[config.mk]
export PLATFORM = sky130hd
export DESIGN_NAME = nway_cache
export DESIGN_NICKNAME = d
export VERILOG_FILES = /design/src/rtl/nway_cache.sv
export SDC_FILE = /design/constraint.sdc
export NUM_CORES = 2
export LEC_CHECK = 0
export ABC_AREA = 0
export CAP_MARGIN = 20
export CORE_ASPECT_RATIO = 1.25
export CORE_MARGIN = 1.5
export CORE_UTILIZATION = 59
export CTS_CLUSTER_SIZE = 10
export DETAILED_ROUTE_END_ITERATION = 8
export PLACE_DENSITY = 0.81
export SLEW_MARGIN = 20
export SYNTH_ARGS = -nofsm -noshare
export SYNTH_HDL_FRONTEND = slang
export SYNTH_SLANG_ARGS = --single-unit
[constraint.sdc]
create_clock -name clk -period 6.3 [get_ports clk]
set_input_delay 1.575 -clock clk [delete_from_list [all_inputs] [get_ports clk]]
set_output_delay 1.575 -clock clk [all_outputs]
set_load 0.02 [all_outputs]
[src/rtl/nway_cache.sv]
// N-way set-associative write-back/write-allocate cache with tree PLRU replacement.
// Optional hit/miss counters are built when CACHE_PERF_CNT_EN is defined.
module nway_cache #(
  parameter int SETS = 4,
  parameter int WAYS = 2
) (
  input  logic         clk,
  input  logic         proc_reset,
  input  logic         proc_read,
  input  logic         proc_write,
  input  logic [29:0]  proc_addr,
  input  logic [31:0]  proc_wdata,
  output logic [31:0]  proc_rdata,
  output logic         proc_stall,
  output logic         mem_read,
  output logic         mem_write,
  output logic [27:0]  mem_addr,
  output logic [127:0] mem_wdata,
  input  logic [127:0] mem_rdata,
  input  logic         mem_ready
`ifdef CACHE_PERF_CNT_EN
  ,
  output logic [31:0]  perf_hit,
  output logic [31:0]  perf_miss
`endif
);

  localparam int S  = $clog2(SETS);
  localparam int TW = 28 - S;
  localparam int LV = $clog2(WAYS);
  localparam int WI = (LV > 0) ? LV : 1;
  localparam int PW = (WAYS > 1) ? WAYS - 1 : 1;

  typedef enum logic [1:0] {COMP, WB, ALLC} state_t;

  state_t        state;
  state_t        state_nx;

  logic          rst_r;
  logic          mem_ready_r;
  logic [127:0]  mem_rdata_r;

  logic          line_valid [SETS][WAYS];
  logic          line_dirty [SETS][WAYS];
  logic [TW-1:0] line_tag   [SETS][WAYS];
  logic [127:0]  line_data  [SETS][WAYS];
  logic [PW-1:0] plru       [SETS];

  logic [S-1:0]  idx;
  logic [TW-1:0] tag_in;
  logic [1:0]    word;
  logic          req;
  logic          hit;
  logic [WI-1:0] hit_way;
  logic [WI-1:0] vict;
  logic          vict_found;
  logic          vict_dirty;
  logic          fill;
  logic [127:0]  hit_line;
  logic [127:0]  fill_line;

  assign word   = proc_addr[1:0];
  assign idx    = proc_addr[S+1:2];
  assign tag_in = proc_addr[29:S+2];
  assign req    = proc_read | proc_write;

  // Heap-ordered tree: node n (1-based) lives in bit n-1; a 1 steers toward the upper half.
  function automatic logic [WI-1:0] plru_victim(input logic [PW-1:0] bits);
    int unsigned   node;
    logic [PW-1:0] sh;
    node = 1;
    for (int unsigned l = 0; l < LV; l++) begin
      sh   = bits >> (node - 1);
      node = 2 * node + (sh[0] ? 1 : 0);
    end
    return WI'(node - WAYS);
  endfunction

  function automatic logic [PW-1:0] plru_touch(input logic [PW-1:0] bits,
                                               input logic [WI-1:0] way);
    logic [PW-1:0] r;
    logic [PW-1:0] mask;
    logic [WI-1:0] ws;
    int unsigned   node;
    r    = bits;
    node = 1;
    for (int unsigned l = 0; l < LV; l++) begin
      ws   = way >> (LV - 1 - l);
      mask = PW'(1) << (node - 1);
      r    = ws[0] ? (r & ~mask) : (r | mask);
      node = 2 * node + (ws[0] ? 1 : 0);
    end
    return r;
  endfunction

  always_comb begin
    hit     = 1'b0;
    hit_way = '0;
    for (int unsigned w = 0; w < WAYS; w++) begin
      if (line_valid[idx][w] && (line_tag[idx][w] == tag_in)) begin
        hit     = 1'b1;
        hit_way = WI'(w);
      end
    end
  end

  always_comb begin
    vict       = plru_victim(plru[idx]);
    vict_found = 1'b0;
    for (int unsigned w = 0; w < WAYS; w++) begin
      if (!vict_found && !line_valid[idx][w]) begin
        vict       = WI'(w);
        vict_found = 1'b1;
      end
    end
  end

  assign vict_dirty = line_valid[idx][vict] & line_dirty[idx][vict];
  assign fill       = (state == ALLC) & mem_ready_r;
  assign hit_line   = line_data[idx][hit_way];

  always_comb begin
    fill_line = mem_rdata_r;
    if (proc_write) fill_line[{word, 5'b0} +: 32] = proc_wdata;
  end

  always_ff @(posedge clk) begin
    rst_r       <= proc_reset;
    mem_ready_r <= mem_ready;
    mem_rdata_r <= mem_rdata;
  end

  always_ff @(posedge clk) begin
    if (rst_r) state <= COMP;
    else       state <= state_nx;
  end

  always_comb begin
    state_nx = state;
    case (state)
      COMP:    if (req && !hit) state_nx = vict_dirty ? WB : ALLC;
      WB:      if (mem_ready_r) state_nx = ALLC;
      ALLC:    if (mem_ready_r) state_nx = COMP;
      default: state_nx = COMP;
    endcase
  end

  always_ff @(posedge clk) begin
    if (rst_r) begin
      for (int unsigned s = 0; s < SETS; s++) begin
        plru[s] <= '0;
        for (int unsigned w = 0; w < WAYS; w++) begin
          line_valid[s][w] <= 1'b0;
          line_dirty[s][w] <= 1'b0;
        end
      end
    end else if (state == COMP && req && hit) begin
      plru[idx] <= plru_touch(plru[idx], hit_way);
      if (proc_write) line_dirty[idx][hit_way] <= 1'b1;
    end else if (fill) begin
      plru[idx]             <= plru_touch(plru[idx], vict);
      line_valid[idx][vict] <= 1'b1;
      line_dirty[idx][vict] <= proc_write;
    end
  end

  always_ff @(posedge clk) begin
    if (!rst_r) begin
      if (state == COMP && req && hit && proc_write) begin
        line_data[idx][hit_way][{word, 5'b0} +: 32] <= proc_wdata;
      end else if (fill) begin
        line_data[idx][vict] <= fill_line;
        line_tag[idx][vict]  <= tag_in;
      end
    end
  end

  // Requests drop as soon as the completion or a registered reset is seen.
  assign mem_write  = (state == WB)   & ~mem_ready_r & ~rst_r;
  assign mem_read   = (state == ALLC) & ~mem_ready_r & ~rst_r;
  assign mem_addr   = (state == WB) ? {line_tag[idx][vict], idx} : proc_addr[29:2];
  assign mem_wdata  = line_data[idx][vict];
  assign proc_stall = req & ~hit;
  assign proc_rdata = hit ? hit_line[{word, 5'b0} +: 32] : 32'h0;

`ifdef CACHE_PERF_CNT_EN
  always_ff @(posedge clk) begin
    if (rst_r) begin
      perf_hit  <= '0;
      perf_miss <= '0;
    end else begin
      if (state == COMP && req && hit && perf_hit != '1)
        perf_hit <= perf_hit + 32'd1;
      if (state == COMP && state_nx != COMP && perf_miss != '1)
        perf_miss <= perf_miss + 32'd1;
    end
  end
`endif

endmodule

# [Yosys cells after proc, flatten, opt, wreduce, memory -nomap -nowiden]
# Memory sizes are Yosys's and may differ from the RTL's.
# Index checks and enable logic that the tools add are counted.
[totals] wordCells=645 memories=5 ramBits=1252 inputBits=195 reg_bits=132
[memory_table] name="line_data" words=4 word_bits=256 read_ports=1 rd_ports_with_merged_regs=0 write_ports=1 line="46" rtl="logic [127:0] line_data [SETS][WAYS];"
[memory_table] name="line_tag" words=4 word_bits=52 read_ports=1 rd_ports_with_merged_regs=0 write_ports=1 line="45" rtl="logic [TW-1:0] line_tag [SETS][WAYS];"
[memory_table] name="line_dirty" words=4 word_bits=2 read_ports=1 rd_ports_with_merged_regs=0 write_ports=4 line="44" rtl="logic line_dirty [SETS][WAYS];"
[memory_table] name="line_valid" words=4 word_bits=2 read_ports=1 rd_ports_with_merged_regs=0 write_ports=4 line="43" rtl="logic line_valid [SETS][WAYS];"
[memory_table] name="plru" words=4 word_bits=1 read_ports=1 rd_ports_with_merged_regs=0 write_ports=4 line="47" rtl="logic [PW-1:0] plru [SETS];"
[op_classes] shift=3 muxes=331 n_bitwise=272 addsub=3 n_reduce_logical=16 n_lt_le_gt_ge=4 n_eq_ne=7
[op_table] op="$mux 128" count=9
[op_table] op="$mux 256" count=2
[op_table] op="$mux 1" count=293
[op_table] op="$or 1x1->1" count=260
[op_table] op="$demux 128 s1" count=2
[op_table] op="$bwmux 128" count=1
[op_table] op="$shift 32x9->128 const A" count=1
[op_table] op="$shiftx 128x8->32" count=1
[op_table] op="$shiftx 32x9->128" count=1
[op_table] op="$mux 26" count=4
[op_table] op="$eq 26x26->1" count=2
[op_table] op="$mux 52" count=1
[op_table] op="$mux 32" count=1
[op_table] op="$mux 28" count=1
[op_table] op="$demux 26 s1" count=1
[op_table] op="$mux 2" count=13
[op_table] op="$logic_and 1x1->1" count=9
[op_table] op="$neg 7->9" count=1
[op_table] op="$and 1x1->1" count=7
[op_table] op="$ne 2x2->1 const B" count=3
[op_table] op="$pmux 2 s3" count=1
[op_table] op="$ge 2x2->1 const B" count=2
[op_table] op="$lt 2x1->1 const B" count=2
[op_table] op="$not 1->2" count=2
[op_table] op="11 further kinds" count=16

# [Logic depth before layout (Yosys ltp)]
# An unclocked memory read counts as a cell.
[depth] depth_word=15 depth_mapped=14 depth_no_buf=7

# [Worst setup path before layout]
# OpenSTA, ideal clock, no wires.
[synth_path] path_type="input to output" startpoint="input port proc_addr[3]" endpoint="output port proc_rdata[22]" arrival_time_ns=4.461 t_required_ns=4.725 path_stages=12 setup_slack_ns=0.264 n_path_buf=5 path_cell_list="buf_2 -> buf_2 -> clkbuf_1 -> clkbuf_1 -> mux4_2 -> xnor2_1 -> nand4_1 -> nor3_2 -> nand2_4 -> buf_6 -> o31ai_1 -> o211a_1"
[synth_between] elab_chain_cells=10 elab_cells_between_ends=16 cone_classes="eq/ne: 2; shift: 1; mux: 7; bitwise: 1; reduce/logical: 2; memory: 3"
[synth_lines] item="start, declared" line="11" rtl="input logic [29:0] proc_addr,"
[synth_lines] item="$mem_v2 4x52"
[synth_lines] item="$eq 26x26->1" line="100" rtl="if (line_valid[idx][w] && (line_tag[idx][w] == tag_in)) begin"
[synth_lines] item="$logic_and 1x1->1" line="100"
[synth_lines] item="$mux 1" line="100"
[synth_lines] item="$not 1->2 (implied by the code)" line="120" rtl="assign hit_line = line_data[idx][hit_way];"
[synth_lines] item="$mux 128 (implied by the code) (3 in series)" line="120"
[synth_lines] item="$shiftx 128x8->32" line="184" rtl="assign proc_rdata = hit ? hit_line[{word, 5'b0} +: 32] : 32'h0;"
[synth_lines] item="$mux 32 *" line="184"
[synth_lines] item="end, declared" line="13" rtl="output logic [31:0] proc_rdata,"
# Mark *: on every way between the ends. The rest lies on a longest branch, timed or not. The select of a mux whose other input is x is not followed.

# [Worst setup path in the final report]
[layout_path] startpoint="input port proc_addr[2]" endpoint="output port proc_rdata[23]"
# The elaborated chain is that of the path after synthesis.

==> results.md <==
- Outcome: finished, violations left
- Failing checks: negative setup slack
- Syn avg cell area: 17.0 um^2
- DRT iter0 DRCs: ~5,800
- CTS Hold Bufs: 0
- Max-slew violation count: 0
- Most common cell after layout, fill and taps aside: edfxtp_1
- Initial antenna violation count: 11
- Measured slew at the worst slew-check pin: 1.15 ns
- Synth Cell Area: 56,900 um^2
- CTS tree: yes
- RSZ-0062 raised after global routing: yes
- Max-Slew Margin vs Limit: a little under a quarter
- Worst Path Buf+Inv: 5
- Post-Synthesis Cells: 3,354
- Rows: 127
- Fin cells: ~5,400
- Final TNS setup: -1.57 ns
- I/O Buffers: 385
- Via count of the first global-routing pass: between 30,000 and 40,000
- Slowest CP cell: mux4_2
- Post-DP Area: 64,800 um^2
- Worst-path fanout max: 14
- Peak Freq: 0.156 GHz
- Kind of cell adding the most delay to the critical path: multiplexers
- Final Hold Slack: between 0.4 and 0.5 ns
- Clock Tree Buf Depth: 3
- Io pins: around 390
- Vias: 37,000
- EDFF count, synth: roughly 1,200
- Netlist cell types: 58
- Detailed Route WL: ~180,000 um
- Max capacitance violation total: 0
- Largest net degree at the start of global routing: 104
- Drt first pass iters: 7
- Fin worst setup slack: -0.104 ns
- Layout area overhead: 24.2%
- Initial core utilization: 59.4%
- Post-synth net total: 3,554
- DR WL/cell: 33.6 um
- Detail Route Antenna Nets: 0
- Final setup viols: 25
- Half-perimeter wire length after placement: 113,000 um
- Setup crit end kind: output pin
- Predominant post-synthesis flop cell: edfxtp_1
- Final hold vios: 0
- Setup Crit Path Kind: input port to output pin
- Cells along the critical path: buf_16 > buf_12 > mux4_2 > xnor2_2 > nand4_1 > a2111o_1 > or3_4 > buf_16 > buf_6 > mux2_4 > o211a_4 > buf_12
- Die Y-Extent: about 350 um
- Share of cells above drive strength 1: 28.2%
- Clk Latency, worst-skew pair: 0.81 ns
- Reg clk slew, reported paths: 0.05 ns
- Worst EP arrival: around 4.8 ns
- GRT Overall Usage: around 37%
- Slowest stage delay, CP: 0.53 ns
- Remaining DRCs: 0
- Final critical-path share of the clock period: 102%
- Sink Count: ~1,400
- CP required: about 4.7 ns
- TritonCTS Buffers: 157
- Asr flop ratio synth: 0%
- Nets: approximately 4,200
- Seq cells post-synth: approximately 1,400
- Global-route wire length before repair: 256,000 um
- Synth Warn #: 0
- Seq/Total Area, Yosys: 70.6%
- Shortest period the worst path allows: 6.40 ns
- GP Congestion: 1.00
- Root buffer cell: clkbuf_16
- Vias/cell: between 6 and 7
- Leak pwr: 24.4 nW
- Post-Place Setup Slack: -0.756 ns
- Commonest non-fill, non-tap cells in the layout: edfxtp_1 (1,244), nand2_1 (427), clkdlybuf4s50_1 (341)
- Clock Skew: around 0.051 ns
- Die area: 98,400 um^2
- Area of the core: approximately 96,000 um^2
- H-tree levels: 4
- Startpoint Class: input port
- Max VDD drop: 318 uV
- Grt ovf: 0
- Fin area: 70,700 um^2
- Number of cells after detailed placement: 5,110
- Die Width: 281 um
- PwrDens: between 200 and 300 nW/um^2
- Worst hold-check path type: flip-flop to flip-flop
[synth_stat cells (16+ instances only)]
master | n | area [um^2]
o211a_1 | 32 | 320
edfxtp_1 | 1244 | 37400
a21oi_1 | 27 | 135
mux2_2 | 158 | 1780
mux2i_1 | 72 | 721
o21ai_0 | 285 | 1430
o22ai_1 | 70 | 438
buf_2 | 40 | 200
xnor2_1 | 50 | 438
or4_1 | 29 | 218
clkbuf_1 | 157 | 589
dfxtp_1 | 140 | 2800
nand2_1 | 430 | 1610
nand4_1 | 16 | 100
mux4_2 | 306 | 6890
o31ai_1 | 33 | 248
a21o_1 | 16 | 120
nor2_1 | 100 | 375
[path summary, 6_finish.rpt]
path                                endpoint                     start  slack [ns]  cells past startpoint
setup / recovery              proc_rdata[23]              proc_addr[2]       -0.10                     12
hold / removal      line_valid[0][1]$_DFF_P_  line_valid[0][1]$_DFF_P_        0.46                      2
setup reg to reg  line_data[1][42]$_DFFE_PP_  line_tag[0][3]$_DFFE_PP_        2.06                     12
hold reg to reg     line_valid[0][1]$_DFF_P_  line_valid[0][1]$_DFF_P_        0.46                      2
[metrics by stage]
step           total power [W]  util (%)
3_3_place_gp            0.0119      67.6
2_1_floorplan           0.0111         -
5_1_grt                 0.0206      73.8
6_report                0.0202      73.8
3_5_place_dp            0.0119      67.6
4_1_cts                 0.0202      73.0
[area by class of cell]
class	instances	area, um^2
Timing Repair Buffer	732	7600
Inverter	15	56.3
Antenna cell	9	22.5
Clock inverter	13	201
Sequential cell	1384	40200
Fill cell	5190	25100
Tap cell	1290	1610
Multi-Input combinational cell	1733	16600
Clock buffer	271	4430
[per-layer routing]
metal  global-route usage [%]  vias to the layer above  share of wire (%)
met4                     27.8                       14                8.9
met2                     56.2                     3370                 46
met1                     45.8                    18300                 31
met3                     11.5                      727                 15
li1                         -                    14700                  -
met5                        0                        -              0.049
[worst min-delay path, delay by kind of cell, from the launching register on]
family | cells | cell delay, ns
AO/OA/AOI/OAI | 1 | 0.06
buffers and inverters | 1 | 0.05
flip-flops | 1 | 0.31
[sequential cells by signal (all words and copies together), names as in the netlist]
register     cells
line_dirty       8
mem_rdata_r    128
line_data     1024
state            2
line_valid       8
plru             4
mem_ready_r      1
line_tag       208
rst_r            1
[power by group]
part           internal, W  total (W)  leakage, nW  switching [W]
Sequential          0.0101     0.0101         13.0      0.0000591
Combinational     0.000712    0.00169         9.16       0.000974
Clock              0.00481    0.00840         2.20        0.00359
[kinds of logic (layout without fill, tap and decap cells)]
group	count (synthesis)	after routing	synth area share (%)
flops	1384	1384	70.6
simple gates	637	638	4.85
mux	540	540	16.6
compound gates	499	499	5.22
buf+inv	238	1031	1.87
xor+xnor	51	51	0.785
fa+ha+maj	5	5	0.110
other cells	0	9	0
[what timing repair did]
item,4_1_cts,5_1_grt
pin swaps,13,17
resized for setup,180,88
gates cloned,5,5
hold endpoints to repair,0,0
endpoints found under the setup margin,180,34
setup buffers,12,23
Note: power is estimated with default switching activity, not from simulation.
